$ cat src/rtl/pong_timing_pkg.sv
// Shared raster timing constants, scheduler state encoding and task slot indices
// for the Pong frame scheduler.
package pong_timing_pkg;

   localparam int H_TOTAL  = 800;
   localparam int H_ACTIVE = 640;
   localparam int V_ACTIVE = 480;
   localparam int V_TOTAL  = 525;

   typedef enum logic {
      IDLE = 1'b0,
      RUN  = 1'b1
   } sched_state_t;

   // Fixed order in which the game-logic blocks are serviced each frame.
   localparam int TASK_INPUT   = 0;
   localparam int TASK_PADDLE  = 1;
   localparam int TASK_BALL    = 2;
   localparam int TASK_COLLIDE = 3;

endpackage

$ cat src/rtl/task_watchdog.sv
// Per-task cycle counter: flags expiry once a request has been outstanding for
// TASK_TIMEOUT cycles. Only instantiated when PONG_SCHED_WATCHDOG_EN is defined.
module task_watchdog #(
   parameter int TASK_TIMEOUT = 4095
) (
   input  logic clk,
   input  logic reset_n,
   input  logic i_run,
   input  logic i_clear,
   output logic o_expired
);

   localparam int CW = (TASK_TIMEOUT > 1) ? $clog2(TASK_TIMEOUT) : 1;

   logic [CW-1:0] r_cnt;

   // Count is 0 on the first cycle a request is visible, so expiry on count
   // TASK_TIMEOUT-1 leaves the request up for exactly TASK_TIMEOUT cycles.
   assign o_expired = i_run && (r_cnt == CW'(TASK_TIMEOUT - 1));

   always_ff @(posedge clk or negedge reset_n) begin
      if (!reset_n) begin
         r_cnt <= '0;
      end else if (!i_run || i_clear) begin
         r_cnt <= '0;
      end else begin
         r_cnt <= r_cnt + 1'b1;
      end
   end

endmodule

$ cat src/rtl/pong_frame_scheduler.sv
// Vblank game-update sequencer: issues NUM_TASKS ordered req/done tasks per frame.
// Optional per-task watchdog enabled by defining PONG_SCHED_WATCHDOG_EN.
module pong_frame_scheduler
   import pong_timing_pkg::*;
#(
   parameter int H_TOTAL      = pong_timing_pkg::H_TOTAL,
   parameter int H_ACTIVE     = pong_timing_pkg::H_ACTIVE,
   parameter int V_ACTIVE     = pong_timing_pkg::V_ACTIVE,
   parameter int V_TOTAL      = pong_timing_pkg::V_TOTAL,
   parameter int NUM_TASKS    = 4,
   parameter int TASK_TIMEOUT = 4095
) (
   input  logic                 clk,
   input  logic                 reset_n,
   input  logic [9:0]           x_count,
   input  logic [9:0]           y_count,
   input  logic [NUM_TASKS-1:0] task_done,
   input  logic                 overrun_clr,
   output logic                 video_on,
   output logic                 frame_tick,
   output logic [NUM_TASKS-1:0] task_req,
   output logic                 busy,
   output logic                 overrun,
   output logic                 timeout,
   output logic [7:0]           frame_count,
   output sched_state_t         dbg_state
);

   if (NUM_TASKS < 1 || NUM_TASKS > 8) begin : g_bad_num_tasks
      $error("NUM_TASKS must be in 1..8");
   end
   if (TASK_TIMEOUT < 1) begin : g_bad_timeout
      $error("TASK_TIMEOUT must be at least 1");
   end

   sched_state_t         r_state, w_state_nxt;
   logic [2:0]           r_idx, w_idx_nxt;
   logic                 r_tick, w_tick_nxt;
   logic [NUM_TASKS-1:0] r_req, w_req_nxt;
   logic                 r_busy, w_busy_nxt;
   logic                 r_overrun, w_overrun_nxt;
   logic [7:0]           r_fc, w_fc_nxt;

   logic       w_vs_start, w_vs_end;
   logic [7:0] w_done_ext;
   logic       w_done_cur, w_expired, w_step, w_last;

   assign video_on   = (x_count < 10'(H_ACTIVE)) && (y_count < 10'(V_ACTIVE));
   assign w_vs_start = (x_count == 10'(H_TOTAL - 1)) && (y_count == 10'(V_ACTIVE - 1));
   assign w_vs_end   = (x_count == 10'(H_TOTAL - 1)) && (y_count == 10'(V_TOTAL - 1));

   // Widen to 8 bits so the 3-bit index never selects past the port.
   always_comb begin
      w_done_ext                = '0;
      w_done_ext[NUM_TASKS-1:0] = task_done;
   end

   assign w_done_cur = w_done_ext[r_idx];
   assign w_step     = (r_state == RUN) && (w_done_cur || w_expired);
   assign w_last     = (r_idx == 3'(NUM_TASKS - 1));

`ifdef PONG_SCHED_WATCHDOG_EN
   logic r_timeout;

   task_watchdog #(
      .TASK_TIMEOUT (TASK_TIMEOUT)
   ) u_watchdog (
      .clk       (clk),
      .reset_n   (reset_n),
      .i_run     (r_state == RUN),
      .i_clear   (w_step),
      .o_expired (w_expired)
   );

   always_ff @(posedge clk or negedge reset_n) begin
      if (!reset_n) begin
         r_timeout <= 1'b0;
      end else if (w_expired) begin
         r_timeout <= 1'b1;
      end else if (overrun_clr) begin
         r_timeout <= 1'b0;
      end
   end

   assign timeout = r_timeout;
`else
   assign w_expired = 1'b0;
   assign timeout   = 1'b0;
`endif

   always_comb begin
      w_state_nxt   = r_state;
      w_idx_nxt     = r_idx;
      w_tick_nxt    = 1'b0;
      w_req_nxt     = r_req;
      w_busy_nxt    = r_busy;
      w_overrun_nxt = r_overrun && !overrun_clr;
      w_fc_nxt      = r_fc;
      case (r_state)
         IDLE: begin
            w_req_nxt = '0;
            if (w_vs_start) begin
               w_state_nxt = RUN;
               w_idx_nxt   = 3'(TASK_INPUT);
               w_req_nxt   = NUM_TASKS'(1) << TASK_INPUT;
               w_tick_nxt  = 1'b1;
               w_busy_nxt  = 1'b1;
            end
         end
         RUN: begin
            // A finished last task beats vs_end; anything else at vs_end aborts.
            if (w_step && w_last) begin
               w_state_nxt = IDLE;
               w_idx_nxt   = '0;
               w_req_nxt   = '0;
               w_busy_nxt  = 1'b0;
               w_fc_nxt    = r_fc + 8'd1;
            end else if (w_vs_end) begin
               w_state_nxt   = IDLE;
               w_idx_nxt     = '0;
               w_req_nxt     = '0;
               w_busy_nxt    = 1'b0;
               w_overrun_nxt = 1'b1;
            end else if (w_step) begin
               w_idx_nxt = r_idx + 3'd1;
               w_req_nxt = r_req << 1;
            end
         end
         default: begin
            w_state_nxt = IDLE;
            w_req_nxt   = '0;
            w_busy_nxt  = 1'b0;
         end
      endcase
   end

   always_ff @(posedge clk or negedge reset_n) begin
      if (!reset_n) begin
         r_state   <= IDLE;
         r_idx     <= '0;
         r_tick    <= 1'b0;
         r_req     <= '0;
         r_busy    <= 1'b0;
         r_overrun <= 1'b0;
         r_fc      <= '0;
      end else begin
         r_state   <= w_state_nxt;
         r_idx     <= w_idx_nxt;
         r_tick    <= w_tick_nxt;
         r_req     <= w_req_nxt;
         r_busy    <= w_busy_nxt;
         r_overrun <= w_overrun_nxt;
         r_fc      <= w_fc_nxt;
      end
   end

   assign frame_tick  = r_tick;
   assign task_req    = r_req;
   assign busy        = r_busy;
   assign overrun     = r_overrun;
   assign frame_count = r_fc;
   assign dbg_state   = r_state;

endmodule

$ cat config.mk
export PLATFORM = sky130hd
export DESIGN_NAME = pong_frame_scheduler
export DESIGN_NICKNAME = d
export VERILOG_FILES = /design/src/rtl/pong_timing_pkg.sv /design/src/rtl/task_watchdog.sv /design/src/rtl/pong_frame_scheduler.sv
export SDC_FILE = /design/constraint.sdc
export NUM_CORES = 1
export LEC_CHECK = 0
export BUFFER_PORTS_ARGS = -buffer_cell sky130_fd_sc_hd__buf_4
export CORE_MARGIN = 3
export CORE_UTILIZATION = 50
export CTS_CLUSTER_DIAMETER = 40
export CTS_CLUSTER_SIZE = 40
export DETAILED_ROUTE_END_ITERATION = 12
export PLACE_DENSITY = 0.92
export SLEW_MARGIN = 20
export SYNTH_ARGS = -nofsm -noshare
export SYNTH_HDL_FRONTEND = slang
export SYNTH_SLANG_ARGS = --single-unit
$ cat constraint.sdc
create_clock -name clk -period 2.58 [get_ports clk]
set_clock_uncertainty 0.05 [all_clocks]
set_input_delay 0.516 -clock clk [delete_from_list [all_inputs] [get_ports clk]]
set_output_delay 0.516 -clock clk [all_outputs]
set_load 0.005 [all_outputs]
Word-level counts from Yosys, hierarchy flattened
Cells that the tools add are included.
- register bits after elaboration: 19
- input port bits: 27
- output and inout bits: 18
- word-level logic and storage cells: 54
- $add $sub $neg: 2
- $lt $le $gt $ge: 3
- equality and inequality tests: 7
- mux-type cells: 24
- bitwise logic cells: 1
- reduce and logical (&&, ||, !) cells: 10
- operators by type and width (operator ; number):
    $eq A10 B10 Y1 const B ; 2
    $mux W1 ; 12
    $mux W3 ; 4
    $mux W4 ; 3
    $eq A10 B9 Y1 const B ; 1
    $lt A10 B10 Y1 const B ; 1
    $lt A10 B9 Y1 const B ; 1
    $add A8 B1 Y8 const B ; 1
    $pmux W4 S2 ; 1
    $logic_and A1 B1 Y1 ; 6
    $pmux W3 S2 ; 1
    $reduce_and A2 Y1 ; 3
    $lt A3 B4 Y1 const B ; 1
    $ne A4 B1 Y1 const B ; 1
    $pmux W1 S2 ; 2
    $add A3 B1 Y3 const B ; 1
    $bmux W1 S3 ; 1
    $eq A3 B2 Y1 const B ; 1
    $ne A3 B1 Y1 const B ; 1
    $ne A2 B2 Y1 const B ; 1
    $logic_not A1 Y1 ; 1
    $not A1 Y1 ; 1

Depth between registers and ports, before layout
Gate-level depths: netlist of run 1.
- depth after elaboration: 7
- mapped depth: 5
- mapped depth without buffers: 5

Worst setup path before layout of run 1
OpenSTA, ideal clock, no wires.
- kind: in2reg
- start: in x_count[5]
- end: reg r_idx[0]
- library setup time: 0.136 ns
- data arrival time: 1.984 ns
- required time: 2.394 ns
- slack: 0.411 ns
- cell stages on the path: 5
- buffers on the path: 1
- cells stage by stage: or4b_1 -> or4_4 -> buf_6 -> o2111ai_1 -> o211ai_1
- longest elaborated chain between the ends: 5
- elaborated cells between the ends (all ways): 9
- classes of those cells: eq/ne (3); mux (3); reduce/logical (3)
- RTL lines (element ; RTL line ; RTL):
    start, declared ; pong_frame_scheduler.sv:15 ; input logic [9:0] x_count,
    $eq A10 B10 Y1 * ; pong_frame_scheduler.sv:49, pong_frame_scheduler.sv:50 ;
    $logic_and A1 B1 Y1 ; pong_frame_scheduler.sv:50 ; assign w_vs_end = (x_count == 10'(H_TOTAL - 1)) && (y_count == 10'(V_TOTAL - 1));
    $mux W3 ; pong_frame_scheduler.sv:118 ; end else if (w_vs_end) begin
    $mux W3 ; pong_frame_scheduler.sv:112 ; if (w_step && w_last) begin
    $pmux W3 S2 ; pong_frame_scheduler.sv:99 ; case (r_state)
    end signal, assigned ; pong_frame_scheduler.sv:148 ; r_idx <= w_idx_nxt;
    end, declared ; pong_frame_scheduler.sv:37 ; logic [2:0] r_idx, w_idx_nxt;
Mark *: on every way between the ends. The rest lies on a longest branch, timed or not.
A chain may end at the register's enable or synchronous reset.

Worst setup path in the final report of run 1
- start: in x_count[5]
- end: reg r_req[0], in the netlist task_req[0]
- longest elaborated chain between the ends: 5
- elaborated cells between the ends (all ways): 8
- classes of those cells: eq/ne (2); mux (4); reduce/logical (2)
- RTL lines (element ; RTL line ; RTL):
    $eq A10 B10 Y1 * ; pong_frame_scheduler.sv:49, pong_frame_scheduler.sv:50 ;
    $logic_and A1 B1 Y1 ; pong_frame_scheduler.sv:50 ;
    $mux W4 ; pong_frame_scheduler.sv:118 ;
    $mux W4 ; pong_frame_scheduler.sv:112 ;
    $pmux W4 S2 ; pong_frame_scheduler.sv:99 ;
    end signal, assigned ; pong_frame_scheduler.sv:150 ; r_req <= w_req_nxt;
    end, declared ; pong_frame_scheduler.sv:39 ; logic [NUM_TASKS-1:0] r_req, w_req_nxt;
Marks and branches as above.

==> reports/summary.txt, run 1 <==
R2R Setup Slk = 580 ps
combinational family with the most area after synthesis = simple AND/OR/NAND/NOR gates
Worst-path clk slew = 110 ps
CP required = 2760 ps
clock latency on the worst-skew pair = 300 ps
final core utilization = 72.19%
design area = 1445 µm²
Max rail drop VDD = 260.7 µV
Residual DRC = 0
final cell count without fillers = 174
pre-CTS setup slack = 184.4 ps
gpl congestion = 0.7852
Slowest cell on crit path = or4_4
Power per Cell Area = 344.6 nW/µm²
share of cells above drive strength 1 = 38.10%
Vias/cell = 5.816
wire per inst = 14.61 µm
status = finished clean
Iteration-0 DRC Markers = 42
worst-path cell chain = buf_4 -> or4b_1 -> or4_4 -> or2_2 -> o22ai_1
Tmin final = 2081 ps
Max Clock Freq = 0.4806 GHz
Setup TNS Final = 0 ps
Final setup viols = 0
Final period util = 80.65%
Worst path max stage delay = 620 ps
CTS tree = yes
critical-path maximum fanout = 12
reg-to-reg startpoint = dbg_state$_DFF_PN0_
Yosys cell types = 42
GRT Total Usage = 20.23%
CP Launch Type = input pin
CTS sink count = 19
# IOs = 45
antenna cell count = 0
CTS H-tree lvls = 1
standard-cell rows = 16
ys async rst share = 100.0%
RSZ-0062 raised after global routing = no
YS warnings = 0
max cap viols = 0
XOR/XNOR Fraction of Synth Area = 5.658%
largest net degree at the start of global routing = 20
Buffers & Inverters on Critical Path = 1
final wirelength = 2542 µm
Final Hold Fails = 0
Seq cells post-synth = 19
Post-Place Cell Area = 1418 µm²
Post-CTS Setup Bufs = 0
Leakage Power = 0.6874 nW
Pwr Total = 498.0 µW
number of hold buffers added after cts = 0
clock buffer depth = 2
PnR worst setup slack = 499.2 ps
Max-slew headroom = 64.85%
Root Driver = clkbuf_4
Die Footprint = 2762 µm²
mux cell area share after synthesis = 3.118%
most frequent cells in the layout = buf_4 (44), dfrtp_1 (19), nand2_1 (8)
Adder-Cell Fraction of Synth Area = 3.464%
synthesized area = 1084 µm²
Num CTS Buffers = 3
leading cell type in the layout, fill and taps excluded = buf_4
Compound-Gate Fraction of Synth Area = 15.47%
crit path kind = input pin to flop
Placed Cells = 170
Post-synth top flop = dfrtp_1
I/O Buffers = 43
vias post-DR = 1012
starting density of the core = 54.12%
RR Endpoint = frame_count[1]$_DFFE_PN0P_
hold slack = 15.77 ps
Slew Viols, Final = 0
Worst Max-Slew Pin Slew = 527.3 ps
antenna violations before repair = 0
Die X = 52.55 µm
Syn Area/Cell = 10.42 µm²
DP HPWL = 1946 µm
Crit path arrival time = 2260 ps
sequential-to-total area share from yosys stat = 43.88%
critical path's top delay family = simple AND/OR/NAND/NOR gates
CTS resizes = 0
gr ovfl total = 0
drt first pass iters = 4
Die Y = 52.55 µm
Synth Net Count = 134
Syn Inst Count = 104
worst min path class = input pin to asynchronous set/reset pin
post-synthesis simple-gate area fraction = 24.60%
Final ANT Viol Nets = 0
vias in the first global route = 977
Worst setup EP type = flop
Area Overhead vs Synth = 33.37%
first-pass GRT wire length = 4160 µm
Nets = 178
CORE AREA = 2002 µm²
number of synthesized flops with an enable pin = 0
Reg2Reg Depth = 4
## state kept, by name, summed over array words and instances (netlist names)
register	flops
busy	1
dbg_state	1
frame_count	8
frame_tick	1
overrun	1
r_idx	3
task_req	4
## kinds of logic (layout without fill, tap and decap cells)
family / Yosys count / count (layout)
and+or+nand+nor: 42 / 42
AOI/OAI and AO/OA: 22 / 22
DFF: 19 / 19
xor gates and xnor gates: 7 / 7
buffers and inverters: 7 / 50
adders and majority gates: 3 / 3
muxes: 3 / 3
other: 1 / 1
## power by group
group	switching, mW	internal, mW	total (mW)
sequential	0.0000386	0.298	0.298
combinational	0.0166	0.0304	0.0471
clock	0.0953	0.0579	0.153
total	0.112	0.386	0.498
## worst max-delay path by stage
stage	from	end	cells past startpoint	slack, ps
finish	x_count[5]	task_req[0]$_DFFE_PN0P_	5	500
global route	x_count[5]	r_idx[0]$_DFFE_PN0P_	5	460
CTS	x_count[5]	task_req[0]$_DFFE_PN0P_	5	500
detailed placement	x_count[5]	task_req[0]$_DFFE_PN0P_	5	180
global placement	x_count[5]	r_idx[0]$_DFFE_PN0P_	5	220
floorplan	x_count[5]	r_idx[0]$_DFFE_PN0P_	5	410
## routing by layer
layer | global-route usage (%) | wire (µm)
met2 | 35.33 | 1241
met4 | 7.660 | 44
met5 | 0 | 0
met1 | 25.27 | 1017
met3 | 2.279 | 238
## layout make-up
cell class	instances	area [µm²]
multi-input combinational	78	570.5
fill	161	556.8
sequential	19	475.5
timing repair buffer	44	330.3
tap	27	33.78
clock buffer	3	22.52
inverter	2	7.507
clock inverter	1	5.005
## cell usage after synthesis, types with 2 or more instances
| master | instances | area (µm²) |
|---|---|---|
| o2111ai_1 | 3 | 26.28 |
| dfrtp_1 | 19 | 475.5 |
| o21ai_0 | 2 | 10.01 |
| nand4_1 | 4 | 25.02 |
| mux2_2 | 3 | 33.78 |
| a21oi_1 | 3 | 15.01 |
| nor2_1 | 3 | 11.26 |
| o22ai_1 | 2 | 12.51 |
| inv_1 | 2 | 7.510 |
| nand2_1 | 8 | 30.03 |
| nand3_1 | 5 | 25.02 |
| o211ai_1 | 2 | 15.01 |
| and4_1 | 2 | 17.52 |
| a22oi_1 | 2 | 15.01 |
| ha_1 | 3 | 37.54 |
| nand3b_1 | 4 | 30.03 |
| clkbuf_1 | 2 | 7.510 |
| nor2b_1 | 3 | 18.77 |
| xnor2_1 | 7 | 61.31 |
| and3_1 | 3 | 18.77 |
Power figures use the tool's default switching activity.
==> run 2: changes to the inputs <==
Settings changed: CORE_UTILIZATION 50 to 42, PLACE_DENSITY 0.92 to 0.83.
Clock period 2.58 ns to 1.67 ns, I/O delays scaled along.
==> run 2 against run 1 <==
Against the previous run: the flow now finishes with violations (setup timing); sequential share of layout area shrank 3.1 points; first-iteration DRC count shrank 50%; routed wire length grew 15%; critical endpoint is now r_idx[0]$_DFFE_PN0P_; largest power group unchanged; critical path depth grew 1; combinational power grew 67%; core utilization shrank 3.1 points; clock-buffer cell count is the same; hold slack gained 260 ps; design area grew 11%.
==> reports/summary.txt, run 2 (synthesized netlist as in run 1, its figures left out) <==
final core utilization = 69.13%
share of cells above drive strength 1 = 46.84%
clock latency on the worst-skew pair = 310 ps
I/O Buffers = 43
vias in the first global route = 1108
Residual DRC = 0
largest net degree at the start of global routing = 20
Iteration-0 DRC Markers = 21
final wirelength = 2930 µm
Nets = 189
critical-path maximum fanout = 9
drt first pass iters = 4
DP HPWL = 2209 µm
CTS sink count = 19
GRT Total Usage = 19.68%
CTS H-tree lvls = 1
Worst setup EP type = flop
Die Y = 56.79 µm
Filler cells = 183
max cap viols = 0
most frequent cells in the layout = buf_4 (50), dfrtp_1 (17), nand2_1 (8)
Crit path arrival time = 1880 ps
crit path kind = input pin to flop
gr ovfl total = 0
CTS tree = yes
vias post-DR = 1062
first-pass GRT wire length = 5037 µm
antenna cell count = 0
status = finished, violations left
Setup TNS Final = -183.9 ps
Final period util = 103.8%
Comb pwr share = 10.0%
Cell Int Power = 600.8 µW
hold slack = 272.0 ps
Slowest cell on crit path = or4b_1
CORE AREA = 2318 µm²
final cell count without fillers = 186
worst-path cell chain = buf_6 -> or4b_1 -> or4_4 -> buf_12 -> o2111ai_2 -> o211ai_1
standard-cell rows = 17
Max Clock Freq = 0.5767 GHz
# IOs = 45
CP Launch Type = input pin
Die Footprint = 3225 µm²
starting density of the core = 46.74%
Switching Share = 23.17%
PnR worst setup slack = -64.02 ps
Largest register FFs = 8
Die X = 56.79 µm
Final Hold Fails = 0
Tmin final = 1734 ps
Placed Cells = 180
worst min path class = input pin to flop
wire per inst = 15.75 µm
Sequential Power Share = 58.8%
Power per Cell Area = 487.9 nW/µm²
Pwr Total = 782.0 µW
Num CTS Buffers = 3
Leakage Power = 0.7471 nW
clock buffer depth = 2
Worst-path clk slew = 110 ps
Area Overhead vs Synth = 47.92%
Slew Viols, Final = 0
gpl congestion = 0.7911
leading cell type in the layout, fill and taps excluded = buf_4
RSZ-0062 raised after global routing = yes
Final ANT Viol Nets = 0
Net Switching = 181.2 µW
clock share of power = 31.1%
Max rail drop VDD = 463.9 µV
Vias/cell = 5.710
Worst path max stage delay = 510 ps
failing checks = setup timing
CP required = 1810 ps
Final setup viols = 7
antenna violations before repair = 0
Root Driver = clkbuf_4
==> run 2: area by class of cell <==
| type | count | area (µm²) | share of cell area [%] |
|---|---|---|---|
| Clock inverter | 1 | 5.005 | 0.3123 |
| Inverter | 2 | 7.507 | 0.4684 |
| Timing Repair Buffer | 55 | 439.2 | 27.40 |
| Clock buffer | 3 | 22.52 | 1.405 |
| Tap cell | 28 | 35.03 | 2.186 |
| Sequential cell | 19 | 478.0 | 29.82 |
| Multi-Input combinational cell | 78 | 615.6 | 38.41 |
==> run 2: metal layers <==
layer	up-vias	GRT usage, %	routed length [µm]
li1	499	-	-
met1	538	24.71	1215
met2	23	33.50	1568
met3	2	4.828	126
met4	0	5.298	20
met5	-	0	0
==> run 2: repair_timing <==
item | in CTS | in global routing
endpoints found under the hold margin | 19 | 0
hold buffers | 1 | 0
resized for setup | 6 | 6
pin swaps | 0 | 1
endpoints found under the setup margin | 10 | 18
buffers inserted | 0 | 1
==> run 2: final timing paths <==
kind                                                  from                          to  slack, ps  cells after the start
worst max register to register        r_idx[0]$_DFFE_PN0P_  frame_count[1]$_DFFE_PN0P_         40                      4
worst min-delay path                           overrun_clr           overrun$_DFF_PN0_        270                      3
max in group asynchronous                          reset_n        r_idx[1]$_DFFE_PN0P_        980                      2
worst max-delay path                            x_count[5]        r_idx[0]$_DFFE_PN0P_        -60                      6
min in group asynchronous                          reset_n        frame_tick$_DFF_PN0_        370                      2
worst min register to register  frame_count[7]$_DFFE_PN0P_  frame_count[7]$_DFFE_PN0P_        430                      1
==> run 2: critical path, delay by kind of cell <==
family,cells,cell delay [ps]
compound gates,2,280
buf+inv,2,260
simple gates,2,1000
==> run 2: power by group through the flow <==
stage	registers [mW]	clock network, mW	logic, mW
2_1_floorplan	0.469	0	0.0134
3_3_place_gp	0.469	0	0.0716
3_5_place_dp	0.469	0	0.0749
4_1_cts	0.460	0.251	0.0785
5_1_grt	0.460	0.267	0.0867
6_report	0.460	0.243	0.0786
==> run 2: per-stage QoR <==
| stage | cell area [µm²] | worst slack [ps] |
|---|---|---|
| floorplan | 1102 | -193.1 |
| global placement | 1518 | -372.7 |
| detailed placement | 1518 | -441.5 |
| CTS | 1578 | -58.34 |
| global route | 1603 | -87.99 |
| finish | 1603 | -64.02 |
